==> src/rtl/ilnes_uart_pkg.sv <==
// ---------------------------------------------------------------------------
// ilnes_uart_pkg
// Shared definitions for the UART transmit feeder:
//   - default data width, queue depth and transmitter-hang timeout
//   - FSM state encoding used by uart_tx_feeder
// ---------------------------------------------------------------------------
package ilnes_uart_pkg;

  // Default word width; matches the downstream transmit shifter.
  localparam int DEF_LENGTH  = 8;
  // Default queue depth (power of two, 2..16).
  localparam int DEF_DEPTH   = 4;
  // Default maximum WAIT cycles before the transmitter is declared hung.
  localparam int DEF_TIMEOUT = 64;

  // Feeder FSM states.
  //   ST_IDLE  : nothing in flight, pops the queue head when available
  //   ST_START : one-cycle shift-out request to the transmitter
  //   ST_WAIT  : waiting for the transmitter word-sent pulse (or timeout)
  //   ST_GAP   : one settling cycle before the next request
  typedef enum logic [1:0] {
    ST_IDLE  = 2'd0,
    ST_START = 2'd1,
    ST_WAIT  = 2'd2,
    ST_GAP   = 2'd3
  } tx_state_e;

endpackage

==> src/rtl/uart_fifo.sv <==
// ---------------------------------------------------------------------------
// uart_fifo
// Small synchronous FIFO holding words waiting for the transmitter.
//   clk      : clock, all state on the rising edge
//   rst      : synchronous active-high reset (empties the queue)
//   push     : write wr_data this cycle (ignored while full)
//   wr_data  : word to enqueue
//   pop      : remove the head word this cycle (ignored while empty)
//   rd_data  : current head word (valid while not empty)
//   count    : number of words queued, 0..DEPTH
//   full     : count == DEPTH
//   empty    : count == 0
// Pointers wrap naturally because DEPTH is a power of two. A push and a pop
// in the same cycle both take effect and leave the count unchanged.
// ---------------------------------------------------------------------------
module uart_fifo #(
  parameter  int WIDTH = 8,
  parameter  int DEPTH = 4,
  localparam int PW    = $clog2(DEPTH),
  localparam int CW    = $clog2(DEPTH) + 1
) (
  input  logic             clk,
  input  logic             rst,
  input  logic             push,
  input  logic [WIDTH-1:0] wr_data,
  input  logic             pop,
  output logic [WIDTH-1:0] rd_data,
  output logic [CW-1:0]    count,
  output logic             full,
  output logic             empty
);

  logic [PW-1:0]    wr_ptr_q, wr_ptr_d;
  logic [PW-1:0]    rd_ptr_q, rd_ptr_d;
  logic [CW-1:0]    count_q,  count_d;
  logic [WIDTH-1:0] mem [DEPTH];
  logic             push_ok;
  logic             pop_ok;

  // Status is decoded from registers only, so in_ready upstream never
  // depends combinationally on any input.
  assign full    = (count_q == CW'(DEPTH));
  assign empty   = (count_q == '0);
  assign push_ok = push && !full;
  assign pop_ok  = pop && !empty;

  assign rd_data = mem[rd_ptr_q];
  assign count   = count_q;

  always_comb begin
    wr_ptr_d = wr_ptr_q;
    rd_ptr_d = rd_ptr_q;
    count_d  = count_q;
    if (push_ok) begin
      wr_ptr_d = wr_ptr_q + 1'b1;
    end
    if (pop_ok) begin
      rd_ptr_d = rd_ptr_q + 1'b1;
    end
    case ({push_ok, pop_ok})
      2'b10:   count_d = count_q + 1'b1;
      2'b01:   count_d = count_q - 1'b1;
      default: count_d = count_q;
    endcase
  end

  always_ff @(posedge clk) begin
    if (rst) begin
      wr_ptr_q <= '0;
      rd_ptr_q <= '0;
      count_q  <= '0;
    end else begin
      wr_ptr_q <= wr_ptr_d;
      rd_ptr_q <= rd_ptr_d;
      count_q  <= count_d;
    end
  end

  // Storage is not reset; an entry is only read after it has been written.
  always_ff @(posedge clk) begin
    if (push_ok) begin
      mem[wr_ptr_q] <= wr_data;
    end
  end

endmodule

==> src/rtl/uart_tx_feeder.sv <==
// ---------------------------------------------------------------------------
// uart_tx_feeder
// Buffers producer words in a small FIFO and hands them one at a time to a
// UART transmit shifter using a start/done handshake, with a hang detector.
//   clk        : clock, all logic on the rising edge
//   rst        : synchronous active-high reset
//   in_data    : word offered by the producer
//   in_valid   : producer has a word on in_data
//   in_ready   : FIFO can accept a word this cycle
//   tx_data    : registered word driven to the transmitter parallel input
//   tx_start   : one-cycle shift-out request
//   tx_done    : transmitter word-sent pulse (only honoured in WAIT)
//   tx_busy    : FSM is not in IDLE
//   fifo_count : number of words currently queued
//   tx_timeout : sticky hung-transmitter flag
//   err_clear  : clears tx_timeout (a simultaneous new timeout wins)
// ---------------------------------------------------------------------------
module uart_tx_feeder
  import ilnes_uart_pkg::*;
#(
  parameter  int length  = DEF_LENGTH,
  parameter  int DEPTH   = DEF_DEPTH,
  parameter  int TIMEOUT = DEF_TIMEOUT,
  localparam int CW      = $clog2(DEPTH) + 1,
  localparam int WW      = $clog2(TIMEOUT)
) (
  input  logic              clk,
  input  logic              rst,
  input  logic [length-1:0] in_data,
  input  logic              in_valid,
  output logic              in_ready,
  output logic [length-1:0] tx_data,
  output logic              tx_start,
  input  logic              tx_done,
  output logic              tx_busy,
  output logic [CW-1:0]     fifo_count,
  output logic              tx_timeout,
  input  logic              err_clear
);

  // Elaboration-time parameter sanity checks.
  if ((DEPTH < 2) || (DEPTH > 16) || ((DEPTH & (DEPTH - 1)) != 0)) begin : g_bad_depth
    $error("uart_tx_feeder: DEPTH must be a power of two in 2..16");
  end
  if (TIMEOUT <= length + 4) begin : g_bad_timeout
    $error("uart_tx_feeder: TIMEOUT must exceed length+4");
  end

  tx_state_e         state_q, state_d;
  logic [WW-1:0]     wait_cnt_q, wait_cnt_d;
  logic [WW-1:0]     wait_cnt_inc;
  logic [length-1:0] tx_data_q, tx_data_d;
  logic              timeout_q, timeout_d;

  logic              fifo_push;
  logic              fifo_pop;
  logic [length-1:0] fifo_rd_data;
  logic              fifo_full;
  logic              fifo_empty;
  logic              wait_hit;
  logic              timeout_evt;

  // -------------------------------------------------------------------------
  // Word queue
  // -------------------------------------------------------------------------
  assign in_ready  = !fifo_full;
  assign fifo_push = in_valid && in_ready;

  uart_fifo #(
    .WIDTH (length),
    .DEPTH (DEPTH)
  ) u_fifo (
    .clk     (clk),
    .rst     (rst),
    .push    (fifo_push),
    .wr_data (in_data),
    .pop     (fifo_pop),
    .rd_data (fifo_rd_data),
    .count   (fifo_count),
    .full    (fifo_full),
    .empty   (fifo_empty)
  );

  // -------------------------------------------------------------------------
  // Hang detection. The counter starts at 0 in the first WAIT cycle; the
  // hang is declared on the cycle whose incremented value reaches
  // TIMEOUT-1, so the sticky flag becomes visible TIMEOUT cycles after the
  // START cycle. A tx_done in that same cycle wins over the timeout.
  // -------------------------------------------------------------------------
  assign wait_cnt_inc = wait_cnt_q + 1'b1;
  assign wait_hit     = (wait_cnt_inc == WW'(TIMEOUT - 1));
  assign timeout_evt  = (state_q == ST_WAIT) && wait_hit && !tx_done;

  // -------------------------------------------------------------------------
  // FSM: state register
  // -------------------------------------------------------------------------
  always_ff @(posedge clk) begin
    if (rst) begin
      state_q <= ST_IDLE;
    end else begin
      state_q <= state_d;
    end
  end

  // -------------------------------------------------------------------------
  // FSM: next state
  // -------------------------------------------------------------------------
  always_comb begin
    state_d = state_q;
    case (state_q)
      ST_IDLE: begin
        if (!fifo_empty) begin
          state_d = ST_START;
        end
      end
      ST_START: begin
        state_d = ST_WAIT;
      end
      ST_WAIT: begin
        if (tx_done || wait_hit) begin
          state_d = ST_GAP;
        end
      end
      ST_GAP: begin
        // One settling cycle so the transmitter is back in its wait state
        // before the next request.
        state_d = ST_IDLE;
      end
      default: begin
        state_d = ST_IDLE;
      end
    endcase
  end

  // -------------------------------------------------------------------------
  // FSM: outputs (decoded from the state register only)
  // -------------------------------------------------------------------------
  always_comb begin
    fifo_pop = 1'b0;
    tx_start = 1'b0;
    tx_busy  = 1'b1;
    case (state_q)
      ST_IDLE: begin
        fifo_pop = !fifo_empty;
        tx_busy  = 1'b0;
      end
      ST_START: begin
        tx_start = 1'b1;
      end
      default: begin
        tx_start = 1'b0;
      end
    endcase
  end

  // -------------------------------------------------------------------------
  // Datapath: transmit word, wait counter, sticky error flag
  // -------------------------------------------------------------------------
  always_comb begin
    tx_data_d  = tx_data_q;
    wait_cnt_d = wait_cnt_q;
    timeout_d  = timeout_q;
    // tx_data is captured at the pop and then held until the next pop, so it
    // is already stable in the START cycle.
    if (fifo_pop) begin
      tx_data_d  = fifo_rd_data;
      wait_cnt_d = '0;
    end
    if (state_q == ST_WAIT) begin
      wait_cnt_d = wait_cnt_inc;
    end
    if (err_clear) begin
      timeout_d = 1'b0;
    end
    if (timeout_evt) begin
      timeout_d = 1'b1;
    end
  end

  always_ff @(posedge clk) begin
    if (rst) begin
      tx_data_q  <= '0;
      wait_cnt_q <= '0;
      timeout_q  <= 1'b0;
    end else begin
      tx_data_q  <= tx_data_d;
      wait_cnt_q <= wait_cnt_d;
      timeout_q  <= timeout_d;
    end
  end

  assign tx_data    = tx_data_q;
  assign tx_timeout = timeout_q;

endmodule

==> config.mk <==
export PLATFORM = sky130hd
export DESIGN_NAME = uart_tx_feeder
export DESIGN_NICKNAME = d
export VERILOG_FILES = /design/src/rtl/ilnes_uart_pkg.sv /design/src/rtl/uart_fifo.sv /design/src/rtl/uart_tx_feeder.sv
export SDC_FILE = /design/constraint.sdc
export NUM_CORES = 1
export LEC_CHECK = 0
export CAP_MARGIN = 20
export CELL_PAD_IN_SITES_DETAIL_PLACEMENT = 1
export CELL_PAD_IN_SITES_GLOBAL_PLACEMENT = 1
export CORE_ASPECT_RATIO = 0.8
export CORE_MARGIN = 2
export CORE_UTILIZATION = 40
export DETAILED_ROUTE_END_ITERATION = 8
export GPL_TIMING_DRIVEN = 0
export MAX_ROUTING_LAYER = met4
export PLACE_DENSITY = 0.72
export REMOVE_ABC_BUFFERS = 1
export SLEW_MARGIN = 20
export SYNTH_ARGS = -nofsm -noshare
export SYNTH_HDL_FRONTEND = slang
export SYNTH_SLANG_ARGS = --single-unit
export TNS_END_PERCENT = 100
==> constraint.sdc <==
create_clock -name clk -period 2.23 [get_ports clk]
set_clock_uncertainty 0.2 [all_clocks]
set_input_delay 0.3345 -clock clk [delete_from_list [all_inputs] [get_ports clk]]
set_output_delay 0.3345 -clock clk [all_outputs]
set_load 0.03 [all_outputs]
Word level (Yosys, flattened, before mapping)

Memories as Yosys holds them, arrays and structs flattened. A register that Yosys moved wholly into a read port is not among the register bits.
Index checks and enable logic that the tools add are counted.

Add/sub/neg operators: 5
Eq/ne operators: 9
Mux-type cells: 13
Reductions and logical operators: 15

Operator list:

| operator              | number |
|---|---|
| $mux W6               | 2 |
| $pmux W2 S4           | 1 |
| $mux W1               | 7 |
| $add A6 B1 Y6 const B | 1 |
| $eq A2 B2 Y1 const B  | 3 |
| $eq A6 B6 Y1 const B  | 1 |
| $pmux W3 S2           | 1 |
| $reduce_bool A2 Y1    | 3 |
| $logic_and A1 B1 Y1   | 5 |
| $add A2 B1 Y2 const B | 2 |
| $eq A2 B1 Y1 const B  | 2 |
| $mux W2               | 2 |
| $ne A2 B2 Y1 const B  | 2 |
| $add A3 B1 Y3 const B | 1 |
| $eq A3 B3 Y1 const B  | 1 |
| $logic_not A1 Y1      | 3 |
| $logic_not A3 Y1      | 1 |
| $sub A3 B1 Y3 const B | 1 |
| $logic_not A2 Y1      | 1 |
| $reduce_and A2 Y1     | 1 |
| $logic_or A1 B1 Y1    | 1 |

Flip-flop bits (word level): 16
Memory bits (writable): 32
Input port bits: 13
Logic and storage cells: 49
Memories kept: 1

Memories:

| name       | depth | bits a word | rd ports | clocked after Yosys merged registers in | write ports | RTL line        | RTL |
|---|---|---|---|---|---|---|---|
| u_fifo.mem | 4     | 8           | 1        | 1                                       | 1           | uart_fifo.sv:36 | `logic [WIDTH-1:0] mem [DEPTH];` |

Logic depth before layout (Yosys ltp)

Gate-level depths: netlist of run 1.

Depth in word-level cells: 6
Gate-level depth with buffers: 11
Gate-level depth less buffers: 10

By module

A second synthesis of run 1 with hierarchy kept.

Cell total of the unflattened synthesis: 198
Area, all modules: 2476.1 µm²

By module, submodules not included:

| module         | times used | cells each | area each (µm²) | seq. area each (µm²) |
|---|---|---|---|---|
| uart_fifo      | 1          | 96         | 1635.3          | 1141.1 |
| uart_tx_feeder | 1          | 102        | 840.8           | 340.3 |

Worst setup path after synthesis of run 1

OpenSTA, ideal clock, no wires.

Path type: flip-flop to flip-flop
Start: register u_fifo.count_q[2], in the netlist u_fifo.count[2]
End: register u_fifo.count_q[2], in the netlist u_fifo.count[2]
Arrival: 2.528 ns
Data required time: 1.959 ns
Slack: -0.568 ns
Stages on the path, launching flop included: 10
Period minus slack after synthesis: 2.798 ns
Path through: dfxtp_1 or3b_1 and2_4 inv_1 ha_1 inv_1 fa_1 xor2_1 or3_1 a21oi_1

Word-level cells in the longest chain between the ends: 6
Elaborated cells on any way between the ends: 14
Classes of those cells: add/sub: 2; eq/ne: 3; mux: 2; reduce/logical: 7

Ends and longest elaborated chain:

| element                                           | RTL line             | RTL |
|---|---|---|
| from (decl)                                       | uart_fifo.sv:35      | `logic [CW-1:0] count_q, count_d;` |
| from (signal assigned)                            | uart_fifo.sv:75      | `count_q <= count_d;` |
| $eq A3 B3 Y1 (*)                                  | uart_fifo.sv:42      | `assign full = (count_q == CW'(DEPTH));` |
| $logic_not A1 Y1 (*)                              | uart_tx_feeder.sv:66 | `assign in_ready = !fifo_full;` |
| named net in_ready                                | uart_tx_feeder.sv:31 | `output logic in_ready,` |
| $logic_and A1 B1 Y1                               | uart_tx_feeder.sv:67 | `assign fifo_push = in_valid && in_ready;` |
| $logic_and A1 B1 Y1 (*)                           | uart_fifo.sv:44      | `assign push_ok = push && !full;` |
| $eq A2 B1 Y1 or $eq A2 B2 Y1 (tied branches)      | uart_fifo.sv:60      | `case ({push_ok, pop_ok})` |
| $pmux W3 S2 or $reduce_bool A2 Y1 (tied branches) | -                    |  |

Mark *: on every way through the listed nets, which the timed path passes. The rest lies on a longest branch.
A chain may end at the register's enable or synchronous reset.

Final worst setup path of run 1

Start: register u_fifo.count_q[0], in the netlist u_fifo.count[0]
End: register u_fifo.count_q[2], in the netlist u_fifo.count[2]

Word-level cells in the longest chain between the ends: 6
Elaborated cells on any way between the ends: 14
Classes of those cells: add/sub: 2; eq/ne: 3; mux: 2; reduce/logical: 7

Ends and longest elaborated chain:

| element                                           | RTL line |
|---|---|
| $logic_not A3 Y1 or $eq A3 B3 Y1 (tied branches)  | uart_fifo.sv:43, uart_fifo.sv:42 |
| $logic_not A1 Y1 (on tied branches)               | - |
| $mux W1 or $logic_and A1 B1 Y1 (tied branches)    | uart_tx_feeder.sv:142, uart_tx_feeder.sv:67 |
| $logic_and A1 B1 Y1 (on tied branches)            | uart_fifo.sv:45, uart_fifo.sv:44 |
| $eq A2 B1 Y1 or $eq A2 B2 Y1 (tied branches)      | uart_fifo.sv:60 |
| $pmux W3 S2 or $reduce_bool A2 Y1 (tied branches) | - |

Several ways; a longest one is shown, not always the timed one.

==> metrics.md, run 1 <==
| Metric | Value |
|---|---|
| Final slew viol count | 0 |
| Complex-gate fraction of the synthesized area | 8.74% |
| CTS sink count | 56 |
| Initial antenna violation count | 0 |
| Delay-heaviest family, CP | simple AND/OR/NAND/NOR gates |
| Vias/cell | 4.98 |
| Clk_lat worst skew | 310 ps |
| Syn Inst Count | 190 |
| Seq/Total Area, Yosys | 59.6% |
| Simple-gate share of the synthesized area | 12.3% |
| Synth warn | 0 |
| Multiplexer area fraction after synthesis | 7.86% |
| DRT antenna net count | 0 |
| Worst Path Arrival | 2340 ps |
| Full die area | 6690 µm² |
| Minimum clock period | 2300 ps |
| Final hold violations | 0 |
| Num ports | 28 |
| Global Route Usage Sum | 15.8% |
| EDFF count, synth | 32 |
| Worst Setup End Kind | register |
| Synth Area in XOR/XNOR | 1.81% |
| Grt met1 use | 20.8% |
| Clock Pin Slew Worst Setup and Hold Paths | 110 ps |
| DR vias | 1520 |
| Busiest grt layer | met2 |
| Final Power | 3650 µW |
| GRT met3 Usage | 3.08% |
| Post-DP HPWL | 3130 µm |
| Worst-Margin Slew | 632 ps |
| Rel. slew slack | 57.8% |
| Flops & latches, synth | 56 |
| Nets@finish | 247 |
| ANT cells | 0 |
| Status | finished with violations |
| Met2 GRT Util | 24.9% |
| Vias in the first global route | 1511 |
| Final Cycle Share | 103% |
| Root Buffer | clkbuf_8 |
| Drt initial violations | 55 |
| CP startpoint kind | register |
| # port buffers | 27 |
| Ratio of cells with drive above 1 in the final layout | 20.5% |
| Post-synth top area cell | edfxtp_1 |
| WL final | 4670 µm |
| DR DRC count | 0 |
| Clock Path Buffers | 2 |
| Rows | 25 |
| Final core occ | 50.0% |
| First-pass GRT wire length | 7770 µm |
| Max-Cap Viols | 0 |
| Placed cells | 290 |
| Die Span Y | 73.6 µm |
| Critical-path cell list | or3b_4 > and2_4 > inv_4 > ha_4 > inv_2 > fa_2 > xor2_1 > or3_1 > a21oi_2 |
| Worst Path Buf+Inv | 2 |
| Placed cell area | 2760 µm² |
| Area contributors post-synth | edfxtp_1, dfxtp_1, mux4_2, ha_1, a21oi_1 |
| Failing checks | setup timing |
| Setup-failing EPs final | 1 |
| VDD IR max | 380 µV |
| Htree depth | 2 |
| Pwr dens | 1240 nW/µm² |
| Synth Area per Inst | 12.7 µm² |
| Static Leak | 0.00100 µW |
| Final non-filler cell total | 305 |
| Adder-cell share of the synthesized area | 6.00% |
| Cell variety after synth | 40 |
| Overflow after GRT | 0 |
| CTS tree | built |
| RSZ-0062 raised after global routing | yes |
| Top cell type's share of synthesized area | 39.7% |
| Initial Util | 41.1% |
| Number of CTS-inserted buffers | 5 |
| Crit Path Max Fanout | 2 |
| Pin count of the biggest net entering global routing | 26 |
| Setup TNS | -71.0 ps |
| Core Footprint | 5880 µm² |
| P&R area growth vs syn | 21.4% |
| Worst Path Required | 2270 ps |
| Setup CP Type | register to register |
| Post-route cell area | 2940 µm² |
| Placer congestion estimate | 0.703 |
| Drt first pass iters | 4 |
| Combinational family with the most area after synthesis | simple AND/OR/NAND/NOR gates |
| Main flop type after synthesis | edfxtp_1 |
| Post-synth ARST share | 0% |
| CP max stage cell | or3b_4 |
| Mapped cell area | 2420 µm² |
| Die width | 91.0 µm |
| WL/cell | 15.3 µm |
| Slowest stage delay, CP | 370 ps |
| Setup ws final | -71.0 ps |
| Worst Hold Class | register to register |
| Max Freq | 435 MHz |
cell usage in the layout, fill, tap and decap left out, types with 4 or more instances in the layout:
| master | n |
|---|---|
| clkdlybuf4s50_1 | 24 |
| edfxtp_1 | 32 |
| mux4_2 | 8 |
| clkbuf_8 | 5 |
| buf_4 | 7 |
| ha_1 | 8 |
| inv_1 | 9 |
| and3_1 | 4 |
| nor2_1 | 10 |
| dfxtp_1 | 21 |
| a21oi_1 | 16 |
| nand2_1 | 21 |
| nand2b_1 | 5 |
path summary, 6_finish.rpt:
check | start | end | slack [ps] | cells past startpoint
worst max-delay path | u_fifo.count[0] | u_fifo.count[2] | -70 | 9
worst min-delay path | tx_data[3] | tx_data[3] | 260 | 2
worst max register to register | u_fifo.count[0] | u_fifo.count[2] | -70 | 9
worst min register to register | tx_data[3] | tx_data[3] | 260 | 2
cells by family after synthesis:
group                    after synthesis
AO/OA/AOI/OAI                         31
XOR/XNOR                               5
adder cells (fa/ha/maj)               11
buffers and inverters                 22
flip-flops                            56
multiplexers                           9
AND/OR/NAND/NOR                       56
power breakdown:
part           total (µW)  internal, µW  switching, µW
Combinational        1660           716            941
Sequential           1420          1290            126
Clock                 575           231            344
Total                3650          2240           1410
sequential cells by signal, summed over array words and instances, names as in the netlist:
register,count
u_fifo.mem,32
tx_data,8
wait_cnt_q,6
u_fifo.count,3
state_q,2
u_fifo.rd_ptr_q,2
u_fifo.wr_ptr_q,2
tx_timeout,1
tightest hold or removal path, stage by stage (launching register included):
cell     delay [ps]
dfxtp_1         320
nand2_1          50
a21oi_1          50
per-stage QoR:
step                      setup slack, ps  hold slack [ps]
after floorplan                      -567              199
after global placement               -368              242
after detailed placement             -369              246
after CTS                           -80.4              261
after global routing                 -136              281
final                               -71.0              258
metal layers:
layer / wire (µm) / vias to the layer above
li1: - / 742
met1: 2270 / 754
met2: 2240 / 20
met3: 126 / 4
met4: 40 / 0
met5: 0 / -
final cells by class:
class	count	area, µm²
Inverter	14	60.1
Tap cell	81	101
Multi-Input combinational cell	112	923
Clock buffer	6	72.6
Fill cell	630	2940
Timing Repair Buffer	34	315
Clock inverter	2	17.5
Sequential cell	56	1450
cells in the mapped netlist, types with 4 or more instances:
library cell and number:
a21oi_1 17, and3_1 4, clkbuf_1 4, dfxtp_1 24, edfxtp_1 32, ha_1 10, inv_1 12, mux4_2 8
nand2_1 21, nand2b_1 5, nor2_1 11
what timing repair did:
action                                 in CTS  in global routing
endpoints found under the hold margin       0                  0
pin swaps                                   3                  0
setup buffers                               7                  0
setup endpoints to repair                   4                  2
gates resized for setup                    16                  2
hold buffers                                0                  0
cloned                                      0                  0
Note: power is estimated with default switching activity, not from simulation.
==> run 2: changes to the inputs <==
Settings changed: CORE_UTILIZATION 40 to 30, PLACE_DENSITY 0.72 to 0.56.
==> run 2 against run 1 <==
Compared with the run above:
- the run still ends with setup timing left
- critical endpoint unchanged
- power is 1.9% higher
- worst hold slack better by 2.2 ps
- die area is 32% higher
- sequential power hardly changed
- via count is 0.39% lower
- sequential share of layout area is 1.1 points lower
- clock power is 1% higher
- maximum frequency is 0.96% lower
- utilization is 12 points lower
==> metrics.md, run 2 (synthesized netlist as in run 1, its figures left out) <==
| Metric | Value |
|---|---|
| Seq pwr share | 38.2% (-0.7 points) |
| Placed cells | 317 (+9.3%) |
| Htree depth | 2 (unchanged) |
| Post-DP HPWL | 3120 µm (-0.40%) |
| Setup ws final | -93.3 ps (-22.2 ps) |
| Final non-filler cell total | 335 (+9.8%) |
| Pwr dens | 1240 nW/µm² (-0.30%) |
| Delay-heaviest family, CP | simple AND/OR/NAND/NOR gates |
| Final core occ | 38.1% (-12 points) |
| Initial Util | 30.7% (-10 points) |
| First-pass GRT wire length | 7900 µm (+1.7%) |
| Status | finished with violations |
| WL/cell | 14.2 µm (-7.1%) |
| Vias/cell | 4.52 (-9.3%) |
| Pin count of the biggest net entering global routing | 26 (unchanged) |
| Worst Setup End Kind | register |
| ANT cells | 0 (unchanged) |
| Placed cell area | 2790 µm² (+1.2%) |
| Hold Startpoint | tx_data[2] |
| Final hold violations | 0 (unchanged) |
| Clock power share | 15.6% (-0.2 points) |
| Number of CTS-inserted buffers | 5 (unchanged) |
| Clk_lat worst skew | 310 ps (about the same) |
| Worst Path Buf+Inv | 2 (unchanged) |
| CP startpoint kind | register |
| Switching pwr | 1430 µW (+1.2%) |
| Ratio of cells with drive above 1 in the final layout | 21.1% (+0.61 points) |
| Rel. slew slack | 55.6% (-2.2 points) |
| DRT antenna net count | 0 (unchanged) |
| Die Span Y | 84.3 µm (+15%) |
| Internal | 2290 µW (+2.4%) |
| Top register by number of flip-flops | u_fifo.mem |
| Core Footprint | 7870 µm² (+34%) |
| Placer congestion estimate | 0.744 (+5.9%) |
| Post-route cell area | 3000 µm² (+2.2%) |
| CP max stage cell | or3b_4 |
| Num ports | 28 (unchanged) |
| Static Leak | 0.00102 µW (+1.6%) |
| CTS sink count | 56 (unchanged) |
| Clock Path Buffers | 2 (unchanged) |
| DR vias | 1514 (-0.39%) |
| Worst Hold Class | register to register |
| Sw Share | 38.4% (-0.28 points) |
| Drt initial violations | 39 (-29%) |
| Crit Path Max Fanout | 2 (unchanged) |
| Number of flip-flops in the largest register | 32 (unchanged) |
| Rows | 29 (+16%) |
| Initial antenna violation count | 0 (unchanged) |
| Max-Cap Viols | 0 (unchanged) |
| CTS tree | built |
| Failing checks | setup timing |
| VDD IR max | 401 µV (+5.7%) |
| Final slew viol count | 0 (unchanged) |
| Nets@finish | 250 (+1.2%) |
| Minimum clock period | 2320 ps (+22.2 ps) |
| Slowest stage delay, CP | 370 ps (about the same) |
| Root Buffer | clkbuf_8 |
| Overflow after GRT | 0 (unchanged) |
| RSZ-0062 raised after global routing | yes |
| Setup CP Type | register to register |
| Global Route Usage Sum | 12.0% (-3.8 points) |
| Die width | 104 µm (+15%) |
| Final Power | 3720 µW (+1.9%) |
| Leading cell type in the layout, fill and taps excluded | edfxtp_1 |
| Critical-path cell list | or3b_4 > and2_4 > inv_4 > ha_4 > inv_2 > fa_2 > xor2_1 > or3_1 > a21oi_2 |
| DR DRC count | 0 (unchanged) |
| Full die area | 8800 µm² (+32%) |
| Drt first pass iters | 3 (-1) |
| Setup crit start | u_fifo.count[0] |
| Worst Path Arrival | 2360 ps (+20 ps) |
| Setup-failing EPs final | 1 (unchanged) |
| Reg-to-Reg Start | u_fifo.count[0] |
| Most frequent cells in the layout | edfxtp_1, clkdlybuf4s50_1, nand2_1, dfxtp_1, a21oi_1 |
| Clock Pin Slew Worst Setup and Hold Paths | 110 ps (about the same) |
| Final Cycle Share | 104% (+1.0 points) |
| WL final | 4770 µm (+2.0%) |
| Worst Path Required | 2270 ps (about the same) |
| P&R area growth vs syn | 24.1% |
| Combinational Power Share | 46.2% (+0.8 points) |
| # port buffers | 27 (unchanged) |
| Worst-Margin Slew | 666 ps (+33.4 ps) |
| Vias in the first global route | 1526 (+0.99%) |
| Max Freq | 430 MHz (-0.96%) |
## run 2: path summary, 6_finish.rpt
check | end | slack [ps] | depth (start not counted)
max | u_fifo.count[2] | -90 | 9
min | tx_data[2] | 260 | 2
max reg2reg | u_fifo.count[2] | -90 | 9
min reg2reg | tx_data[2] | 260 | 2
## run 2: power groups by stage
stage / combinational [µW] / clock, µW / sequential [µW]
2_1_floorplan: 875 / 0 / 1580
3_3_place_gp: 1480 / 0 / 1460
3_5_place_dp: 1490 / 0 / 1460
4_1_cts: 1660 / 612 / 1430
5_1_grt: 1880 / 657 / 1450
6_report: 1720 / 582 / 1420
## run 2: cell type report
class / count / area, µm²
Sequential cell: 56 / 1450
Fill cell: 862 / 4870
Tap cell: 108 / 135
Clock buffer: 5 / 68.8
Clock inverter: 3 / 25.0
Inverter: 14 / 67.6
Multi-Input combinational cell: 112 / 921
Timing Repair Buffer: 37 / 338
## run 2: worst min-delay path: stages, from the launching register on
cell     delay [ps]
dfxtp_1         320
nand2_1          50
a21oi_1          50
## run 2: metal layers
metal  GRT usage (%)  wire, µm
met3            2.56        89
met2            19.1      2240
met1            15.4      2410
met4            3.32        29
met5               -         0
## run 2: metrics by stage
stage	hold slack [ps]	worst slack, ps	TNS [ps]
6_report	260	-93.3	-93.3
5_1_grt	286	-175	-196
4_1_cts	265	-128	-128
3_5_place_dp	250	-430	-613
3_3_place_gp	246	-375	-547
2_1_floorplan	199	-567	-896
## run 2: repair_timing
item	CTS	global route
cloned	0	0
resized for setup	15	3
hold buffers	0	0
buffers inserted	7	3
pin swaps	4	3
setup endpoints to repair	4	2
==> run 3: changes to the inputs <==
Settings changed: ABC_AREA set to 1, CORE_MARGIN 2 to 5, CORE_UTILIZATION 30 to 39, PLACE_DENSITY 0.56 to 0.73.
==> run 3 against run 2 <==
Compared with the run above:
- the flow now finishes without violations
- setup slack improved by 210 ps
- via count increased by 11%
- synthesized cell count increased by 25%
- global-route usage grew 2.0 points
- power shrank 3.5%
- clock power is 2% higher
- sequential power is 4% higher
- register-to-register slack gained 210 ps
- wire length increased by 2.4%
- first-iteration DRC count grew 74%
- sequential share of layout area increased by 1.7 points
- critical path type unchanged
- highest routed layer unchanged
==> metrics.md, run 3 <==
| Metric | Value |
|---|---|
| Status | completed |
| Setup-failing EPs final | 0 (-1) |
| Post-synth top area cell | edfxtp_1 |
| CP startpoint kind | register |
| Num ports | 28 (unchanged) |
| Die width | 97.4 µm (-6.8%) |
| WL final | 4880 µm (+2.4%) |
| Number of flip-flops in the largest register | 32 (unchanged) |
| Top register by number of flip-flops | u_fifo.mem |
| Final core occ | 48.9% (+11 points) |
| Initial antenna violation count | 0 (unchanged) |
| Placer congestion estimate | 0.767 (+3.1%) |
| CTS tree | built |
| First-pass GRT wire length | 8470 µm (+7.3%) |
| Count leader, synth | nor2_1 |
| Synth Area per Inst | 10.0 µm² (-21%) |
| Static Leak | 0.00102 µW (about the same) |
| Syn Inst Count | 237 (+25%) |
| Overflow after GRT | 0 (unchanged) |
| Core Footprint | 5910 µm² (-25%) |
| Vias in the first global route | 1795 (+18%) |
| Rel. slew slack | 43.7% (-12 points) |
| Worst-Margin Slew | 842 ps (+176 ps) |
| Final non-filler cell total | 348 (+3.9%) |
| Rows | 25 (-14%) |
| Number of CTS-inserted buffers | 5 (unchanged) |
| Post-synth ARST share | 0% (unchanged) |
| # port buffers | 27 (unchanged) |
| Clock Path Buffers | 2 (unchanged) |
| Synth warn | 0 (unchanged) |
| Nets@finish | 290 (+16%) |
| Seq/Total Area, Yosys | 60.5% (+0.97 points) |
| Htree depth | 2 (unchanged) |
| Pin count of the biggest net entering global routing | 21 (-19%) |
| ANT cells | 0 (unchanged) |
| Die Span Y | 79.9 µm (-5.3%) |
| EDFF count, synth | 32 (unchanged) |
| Root Buffer | clkbuf_8 |
| Top cell type's share of synthesized area | 40.4% (+0.65 points) |
| Flops & latches, synth | 56 (unchanged) |
| Vias/cell | 4.84 (+7.2%) |
| Leading cell type in the layout, fill and taps excluded | nor2_1 |
| Drt first pass iters | 4 (+1) |
| Synth cell count leaders | nor2_1, edfxtp_1, dfxtp_1 |
| Global Route Usage Sum | 14.0% (+2.0 points) |
| Drt initial violations | 68 (+74%) |
| Final Cycle Share | 94.6% (-9.6 points) |
| Most frequent cells in the layout | nor2_1, edfxtp_1, clkdlybuf4s50_1 |
| DRT antenna net count | 0 (unchanged) |
| Main flop type after synthesis | edfxtp_1 |
| Final slew viol count | 0 (unchanged) |
| Final hold violations | 0 (unchanged) |
| DR vias | 1686 (+11%) |
| Mapped cell area | 2380 µm² (-1.6%) |
| Crit Path Max Fanout | 3 (+1) |
| Full die area | 7780 µm² (-12%) |
| Cell variety after synth | 24 (-40%) |
| Placed cells | 338 (+6.6%) |
| Setup CP Type | register to register |
| Worst Path Arrival | 2100 ps (-260 ps) |
| Post-DP HPWL | 3510 µm (+13%) |
| Minimum clock period | 2110 ps (-214 ps) |
| Area contributors post-synth | edfxtp_1, dfxtp_1, nor2_1, ha_1, o21ai_1 |
| Post-place setup slack | -531 ps (-101 ps) |
| Max-Cap Viols | 0 (unchanged) |
| CTS sink count | 56 (unchanged) |
| P&R area growth vs syn | 21.5% |
| Setup ws final | 121 ps (+214 ps) |
| Max Freq | 474 MHz (+10%) |
| VDD IR max | 447 µV (+11%) |
| Clk_lat worst skew | 300 ps (about the same) |
| Ratio of cells with drive above 1 in the final layout | 12.4% (-8.8 points) |
| Pwr dens | 1240 nW/µm² (+0.21%) |
| Worst Setup End Kind | register |
| Worst Hold Class | register to register |
| Clock Pin Slew Worst Setup and Hold Paths | 90 ps (-20 ps) |
| DR DRC count | 0 (unchanged) |
| Initial Util | 40.3% (+9.5 points) |
| WL/cell | 14.0 µm (-1.4%) |
| Worst Path Required | 2220 ps (-50 ps) |
run 3: cell types whose count changed in the layout (fill, tap and decap cells not counted), sizes merged, moves of 3 or more:
cell    before  now
a31oi        2    9
and3         4    0
buf         11    3
clkbuf       5    8
inv         15   24
mux4         8    0
nand2b       5    0
nand3        3    9
nand4        0    3
nor2        12   44
o21ai        3   32
or3          3    0
xor2         3    0
run 3: final timing paths:
check / endpoint / cells after the start / slack (ps) / startpoint
worst max-delay path: u_fifo.count[2] / 11 / 120 / state_q[0]
worst min-delay path: tx_timeout / 2 / 280 / tx_timeout
worst max register to register: u_fifo.count[2] / 11 / 120 / state_q[0]
worst min register to register: tx_timeout / 2 / 280 / tx_timeout
run 3: cells by family (layout without fill, tap and decap cells):
kind of cell,after synthesis,count (layout),synth area share [%]
XOR/XNOR,1,1,0.683
flip-flops,56,56,60.5
AO/OA/AOI/OAI,58,58,12.9
adder cells (fa/ha/maj),11,11,6.10
AND/OR/NAND/NOR,79,79,14.3
buffers and inverters,32,62,5.47
run 3: area by class of cell:
cell class	instances	area, µm²
Fill cell	662	3020
Timing Repair Buffer	30	298
Clock buffer	8	101
Tap cell	81	101
Multi-Input combinational cell	149	856
Sequential cell	56	1440
Inverter	24	92.6
run 3: through the flow:
stage                     setup TNS [ps]  hold WS, ps  cell area, µm²  power [µW]
final                                  0          275            2890        3590
after global routing               -12.4          307            2890        3880
after CTS                              0          280            2850        3590
after detailed placement           -1860          264            2730        2950
after global placement            -11230          254            2710        2850
after floorplan                    -2530          204            2340        2370
run 3: metal layers:
metal | wire length [µm] | up-vias | GRT usage (%)
met3 | 121 | 6 | 2.79
met1 | 2340 | 797 | 17.2
met2 | 2360 | 20 | 23.5
met4 | 56 | 0 | 4.43
li1 | - | 863 | -
met5 | 0 | - | -
run 3: report_power, final:
group	switching [µW]	internal, µW	leakage [µW]
clock	304	291	0.0000506
sequential	164	1300	0.000491
combinational	949	581	0.000477
total	1420	2180	0.00102
run 3: worst max-delay path, cell delays in order, from the launching register on:
cell and delay [ps]:
dfxtp_2 350, inv_4 70, ha_4 130, inv_1 70, a31oi_4 150, ha_1 160
inv_1 80, fa_2 380, a21oi_2 120, o21ai_1 90, o21ai_1 140, a21oi_1 50
run 3: repair_timing:
action	in CTS	in global routing
pin swaps	0	4
buffers inserted	1	1
resized for setup	7	10
endpoints found under the setup margin	3	1
hold buffers	0	0
